File: src/rtl/bus_arbiter.sv
// Registered shared-bus driver: one-hot select (ARB_MODE=0) or round-robin
// arbitration (ARB_MODE=1), with hold, conflict detection and grant output.
module bus_arbiter #(
    parameter int WIDTH       = 9,
    parameter int SRC_NUM     = 6,
    parameter int DEFAULT_SRC = SRC_NUM - 1,
    parameter int ARB_MODE    = 0,
    parameter int CNT_W       = 8
) (
    input  logic                     Clock,
    input  logic                     Reset,
    input  logic [SRC_NUM-1:0]       sel,
    input  logic [SRC_NUM*WIDTH-1:0] src_data,
    input  logic                     hold,
    output logic [WIDTH-1:0]         BusWires,
    output logic                     bus_valid,
    output logic [SRC_NUM-1:0]       grant,
    output logic                     conflict,
    output logic [CNT_W-1:0]         conflict_cnt
);

    localparam int IDX_W = (SRC_NUM > 1) ? $clog2(SRC_NUM) : 1;

    localparam logic [0:0] ST_IDLE  = 1'b0;
    localparam logic [0:0] ST_OWNED = 1'b1;

    logic [0:0]         state, state_nxt;
    logic [IDX_W-1:0]   owner, owner_nxt;
    logic [IDX_W-1:0]   ptr, ptr_nxt;
    logic [IDX_W-1:0]   pick;
    logic               found;
    int                 base;
    logic [WIDTH-1:0]   bus_nxt;
    logic [SRC_NUM-1:0] grant_nxt;
    logic               valid_nxt;
    logic               conflict_nxt;

    function automatic logic [WIDTH-1:0] src_word(input logic [SRC_NUM*WIDTH-1:0] d,
                                                  input int idx);
        return d[idx*WIDTH +: WIDTH];
    endfunction

    function automatic int unsigned ones(input logic [SRC_NUM-1:0] v);
        int unsigned n;
        n = 0;
        for (int i = 0; i < SRC_NUM; i++) begin
            if (v[i]) n++;
        end
        return n;
    endfunction

    function automatic int first_set(input logic [SRC_NUM-1:0] v);
        int idx;
        idx = 0;
        for (int i = SRC_NUM - 1; i >= 0; i--) begin
            if (v[i]) idx = i;
        end
        return idx;
    endfunction

    // First requester at or after base, wrapping around the source ring.
    function automatic void rr_pick(input logic [SRC_NUM-1:0] req, input int start,
                                    output logic hit, output logic [IDX_W-1:0] idx);
        int j;
        hit = 1'b0;
        idx = '0;
        for (int k = 0; k < SRC_NUM; k++) begin
            j = (start + k) % SRC_NUM;
            if (!hit && req[j]) begin
                hit = 1'b1;
                idx = IDX_W'(j);
            end
        end
    endfunction

    function automatic logic [CNT_W-1:0] sat_inc(input logic [CNT_W-1:0] v);
        return (&v) ? v : v + 1'b1;
    endfunction

    always_comb begin
        state_nxt    = state;
        owner_nxt    = owner;
        ptr_nxt      = ptr;
        found        = 1'b0;
        pick         = '0;
        base         = 0;
        bus_nxt      = src_word(src_data, DEFAULT_SRC);
        grant_nxt    = '0;
        valid_nxt    = 1'b0;
        conflict_nxt = 1'b0;
        if (ARB_MODE == 0) begin
            if (ones(sel) == 1) begin
                bus_nxt   = src_word(src_data, first_set(sel));
                grant_nxt = sel;
                valid_nxt = 1'b1;
            end else if (ones(sel) > 1) begin
                conflict_nxt = 1'b1;
            end
        end else begin
            if (state == ST_OWNED && sel[owner]) begin
                bus_nxt   = src_word(src_data, int'(owner));
                grant_nxt = SRC_NUM'(1) << owner;
                valid_nxt = 1'b1;
            end else begin
                // A releasing owner moves the pointer past itself and hands over in the same cycle.
                if (state == ST_OWNED) begin
                    base    = (int'(owner) + 1) % SRC_NUM;
                    ptr_nxt = IDX_W'(base);
                end else begin
                    base = int'(ptr);
                end
                rr_pick(sel, base, found, pick);
                if (found) begin
                    state_nxt = ST_OWNED;
                    owner_nxt = pick;
                    bus_nxt   = src_word(src_data, int'(pick));
                    grant_nxt = SRC_NUM'(1) << pick;
                    valid_nxt = 1'b1;
                end else begin
                    state_nxt = ST_IDLE;
                end
            end
        end
    end

    // Output register stage
    always_ff @(posedge Clock) begin
        if (Reset) begin
            state        <= ST_IDLE;
            owner        <= '0;
            ptr          <= '0;
            BusWires     <= '0;
            bus_valid    <= 1'b0;
            grant        <= '0;
            conflict     <= 1'b0;
            conflict_cnt <= '0;
        end else if (hold) begin
            conflict <= 1'b0;
        end else begin
            state     <= state_nxt;
            owner     <= owner_nxt;
            ptr       <= ptr_nxt;
            BusWires  <= bus_nxt;
            bus_valid <= valid_nxt;
            grant     <= grant_nxt;
            conflict  <= conflict_nxt;
            if (conflict_nxt) conflict_cnt <= sat_inc(conflict_cnt);
        end
    end

endmodule

File: config.mk
export PLATFORM = sky130hd
export DESIGN_NAME = bus_arbiter
export DESIGN_NICKNAME = d
export VERILOG_FILES = /design/src/rtl/bus_arbiter.sv
export SDC_FILE = /design/constraint.sdc
export NUM_CORES = 1
export LEC_CHECK = 0
export BUFFER_PORTS_ARGS = -buffer_cell sky130_fd_sc_hd__clkbuf_2
export CORE_UTILIZATION = 49
export CTS_BUF_LIST = sky130_fd_sc_hd__clkbuf_2
export DETAILED_ROUTE_END_ITERATION = 8
export HOLD_SLACK_MARGIN = 0.02
export PLACE_DENSITY = 0.79
export SLEW_MARGIN = 5
export SYNTH_ARGS = -nofsm -noshare
export SYNTH_HDL_FRONTEND = slang
export SYNTH_SLANG_ARGS = --single-unit
File: constraint.sdc
create_clock -name Clock -period 5.1 [get_ports Clock]
set_clock_uncertainty 0.2 [all_clocks]
set_input_delay 0.51 -clock Clock [delete_from_list [all_inputs] [get_ports Clock]]
set_output_delay 0.51 -clock Clock [all_outputs]
set_load 0.1 [all_outputs]
After elaboration in Yosys (flattened, before gate mapping)
Cells that the tools add are included.
Storage, ports and cells
  register bits: 25
  word-level logic and storage cells: 54
  output and inout bits: 25
Operators by class
  reduce and logical (&&, ||, !) cells: 3
  muxes and demuxes: 29
  $add $sub $neg: 11
  $lt $le $gt $ge: 1
  shifts and indexed selects: 1
  $mul: 1
  eq/ne operators: 1
  bitwise logic cells: 2
Operators with widths (count)
  32-bit two-way mux: 21
  32-bit by 1-bit adder with 32-bit output, second input constant: 10
  54-bit by 32-bit indexed part select with 9-bit output: 1
  32-bit by 1-bit equality test with 1-bit output, second input constant: 1
  32-bit by 1-bit greater-than comparator with 1-bit output, second input constant: 1
  32-bit by 5-bit multiplier with 32-bit output, second input constant: 1
  9-bit two-way mux: 1
  8-bit by 1-bit adder with 8-bit output, second input constant: 1
  8-bit AND reduction: 1
  3-bit two-way mux: 2
  6-bit two-way mux: 1
  1-bit two-way mux: 4
  3-bit AND reduction: 1
  1-bit inverter: 2
  2-bit OR reduction: 1

Depth between registers and ports, before layout
  word-level depth: 32
  gate-level depth with buffers: 18
  depth with buffers taken out: 18

Least setup slack after synthesis
OpenSTA, ideal clock, no wires.
  kind: in2reg
  start point: input sel[0]
  end point: register BusWires[1]
  stages on the path: 17
  required time: 4778 ps
  setup slack: 993 ps
  data arrival time: 3785 ps
  path buffers: 0
  path through: ha_1 > nor2b_1 > or2_2 > ha_1 > or2b_1 > o21a_1 > ha_1 > nand2_1 > nand2_1 > ha_1 > nand2_1 > xor2_1 > o311a_1 > a2bb2oi_2 > o211ai_2 > and2_1 > a221o_1
Between the ends
  word-level cells in the longest chain between the ends: 13
RTL lines
  from (decl): line 12  | input logic [SRC_NUM-1:0] sel,
  1-bit two-way mux: line 47  | if (v[i]) n++;
  32-bit by 1-bit adder with 32-bit output: line 47
  32-bit two-way mux: line 47
  32-bit by 1-bit adder with 32-bit output: line 47
  32-bit two-way mux: line 47
  32-bit by 1-bit adder with 32-bit output: line 47
  32-bit two-way mux: line 47
  32-bit by 1-bit adder with 32-bit output: line 47
  32-bit two-way mux: line 47
  32-bit by 1-bit adder with 32-bit output: line 47
  32-bit two-way mux: line 47
  32-bit by 1-bit equality test with 1-bit output: line 92  | if (ones(sel) == 1) begin
  9-bit two-way mux (*): line 92
  to (signal assigned): line 143  | BusWires <= bus_nxt;
  to (decl): line 15  | output logic [WIDTH-1:0] BusWires,
Mark *: on every way between the ends. The rest lies on a longest branch, timed or not. The select of a mux whose other input is x is not followed.
A chain may end at the register's enable or synchronous reset.

Worst setup path in the final report
Same ends and word-level chain as after synthesis.

==> summary.txt <==
Outcome
  – Outcome: completed

Power and ir drop
  – Pwr Total: ~670 uW
  – Pwr Density: about 270 mW/mm^2
  – Leakage: about 0.0011 uW
  – Maximum vdd drop: between 200 and 250 uV

STA
  – Fmax: between 0.2 and 0.25 GHz
  – Period utilization: around 83%
  – Slew @ Worst Pin: 1090 ps
  – Final Worst Setup Slack: approximately 840 ps
  – Total Neg Setup Slack: 0 ps
  – Slew Limit Fails: 0
  – Slew HR: between 20% and 30%
  – Final Hold Fails: 0
  – Post-layout min period: roughly 4300 ps
  – RSZ-0062 raised after global routing: no
  – # setup viols final: 0
  – Hold Slack: roughly 180 ps

Synth
  – Mux cell area share after synthesis: 10.6%
  – Largest family of logic cells by synthesized area: compound AO/OA/AOI/OAI gates
  – Most frequent cell after synthesis: dfxtp_1
  – Post-synthesis compound-gate area fraction: between 20% and 30%
  – Yosys top cell by area: dfxtp_1
  – Ys Warns: 0
  – Synth Register Bits: 25
  – Most used DFF post-synth: dfxtp_1
  – Sequential fraction of the synthesis area: 25.1%
  – Yosys top cell area share: between 20% and 30%
  – Avg Synthesized Cell Area: 8.04 sq um
  – Mapped Cells: around 250
  – EDFF count, synth: 0
  – Yosys cell types: 56
  – Mapped Area: 0.00199 sq mm
  – Largest cells by area after synthesis: dfxtp_1 25%, mux2i_1 5.5%, mux2_2 5.1%
  – Xor-xnor portion of the synthesized cell area: between 4 and 5%
  – FFs w/ async S/R, synth: 0%
  – Adder-cell share of the synthesized area: 3.77%
  – Post-synth top cells: 25 x dfxtp_1, 24 x nand2_1, 15 x nor2_1, 15 x o21ai_0, 14 x nand3_1
  – Simple-Gate Fraction of Synth Area: 22.0%
  – Syn Nets: between 300 and 400

CTS
  – Num CTS Buffers: 3
  – CTS tree: built
  – Clk root buf: clkbuf_2
  – Cts hold-fix bufs: 0
  – CTS sink count: 25
  – CTS resizes: 0
  – Clock Latency Late Sink: 350 ps
  – Post-CTS Setup Repair Bufs: 0
  – Htree depth: 1
  – CTS Buffer Depth: 2
  – CTS clk-pin slew, worst paths: between 200 and 300 ps

Worst setup path
  – Worst EP required: ~5200 ps
  – Type of destination of the critical path: flip-flop
  – Startpoint Class: input port
  – Critical path type: in -> reg
  – Critical path data arrival time: about 4300 ps
  – CP max FO: 10

Detailed routing
  – Total routed wirelength: between 5000 and 6000 microns
  – Post-DR vias/cell: 5.75
  – Antenna-violating nets left: 0
  – DRT iter0 DRCs: 88
  – Residual DRC: 0
  – Per-cell routed wire length: ~14 microns
  – Drt first pass iters: 4
  – Via Count: around 2200

Global routing
  – Vias in the first global route: ~1900
  – Largest net degree at the start of global routing: 37
  – Gr ovfl total: 0
  – Global-route wire length before repair: 8350 microns
  – GRT Total Usage: between 20% and 30%
  – Initial antenna violation count: 0

Run
  – Max-cap viol count: 0

Cells and area
  – Layout cells sized above 1: between 30% and 40%
  – Final Non-Filler Cells: approximately 380
  – Diode count: 0
  – Final nets: about 400
  – Area growth, synth to finish: 24.1%

Floorplanning
  – Initial Util: 52.9%
  – IO Pins: 88
  – Die Area: 0.00433 sq mm
  – Core area: 0.00377 sq mm
  – Die H: ~66 microns
  – Site Rows: 22
  – Chip width: about 66 microns

Worst hold path
  – Hold Path Class: in -> reg

Placement
  – Placed Instances: ~370
  – Gpl congestion: between 0.8 and 0.9
  – Setup WS pre-CTS: 464 ps
  – Port buffer count: 87
  – Detailed placement HPWL: just over 4000 microns
[registers in the layout, summed over array words and instances (netlist names)]
signal,flops
bus_valid,1
conflict_cnt,8
conflict,1
grant,6
BusWires,9
[area by class of cell]
type | count | area (sq um)
well taps | 48 | 60.1
repair buffers | 90 | 458
fillers | 345 | 1300
clock inverters | 1 | 7.51
multi-input cells | 200 | 1400
flip-flops and latches | 25 | 500
clock buffers | 3 | 15.0
inverters | 10 | 37.5
[layer usage]
metal / part of all wire (%) / global-route usage, %
met2: 47 / 41.3
met1: 46 / 31.5
met5: 0 / 0
met3: 5.7 / 5.17
met4: 0.47 / 4.35
[critical path, cell delays in order]
cell and delay (ps):
clkbuf_2 150, ha_1 280, nor2b_1 150, or2_2 290, ha_1 330, or2b_1 260, o21a_1 120, ha_1 320
nand2_1 80, nand2_1 50, ha_1 200, nand2_1 70, xor2_1 200, o311a_1 210, a2bb2oi_2 280, o211ai_2 280
and2_1 270, a221o_1 280
[stage by stage]
stage	utilization, %	area (sq um)
6_report	65.6	2470
5_1_grt	65.6	2470
3_5_place_dp	65.0	2450
4_1_cts	65.6	2470
2_1_floorplan	-	1990
3_3_place_gp	65.0	2450
[cell usage in the layout (no fill, tap or decap), drive strengths merged, types with 3 or more instances in the layout]
cell type,instances
inv,10
o21ai,17
nor3,4
o211ai,10
a311oi,3
buf,3
dfxtp,25
nor2b,11
a22o,3
ha,6
a211oi,9
mux2,9
a21oi,11
nor2,15
nand3,14
o22ai,4
or3,3
clkbuf,90
mux2i,11
xor2,5
nand2,24
[kinds of logic (layout without fill, tap and decap cells)]
family | after synthesis | count (layout)
AOI/OAI and AO/OA | 79 | 79
xor gates and xnor gates | 8 | 8
DFF | 25 | 25
buffers and inverters | 23 | 104
adders and majority gates | 6 | 6
muxes | 20 | 20
and+or+nand+nor | 87 | 87
[path summary, 6_finish.rpt]
| path | end | from | cells past startpoint | slack (ps) |
|---|---|---|---|---|
| max | BusWires[1] | sel[0] | 18 | 840 |
| min | BusWires[3] | src_data[48] | 3 | 180 |
| min reg2reg | grant[3] | grant[3] | 2 | 280 |
| max reg2reg | conflict_cnt[5] | conflict_cnt[0] | 7 | 3170 |
[report_power, final]
group	internal [uW]	switching (uW)
Sequential	215	11.6
Combinational	104	258
Clock	18.2	63.1
Power figures use the tool's default switching activity.
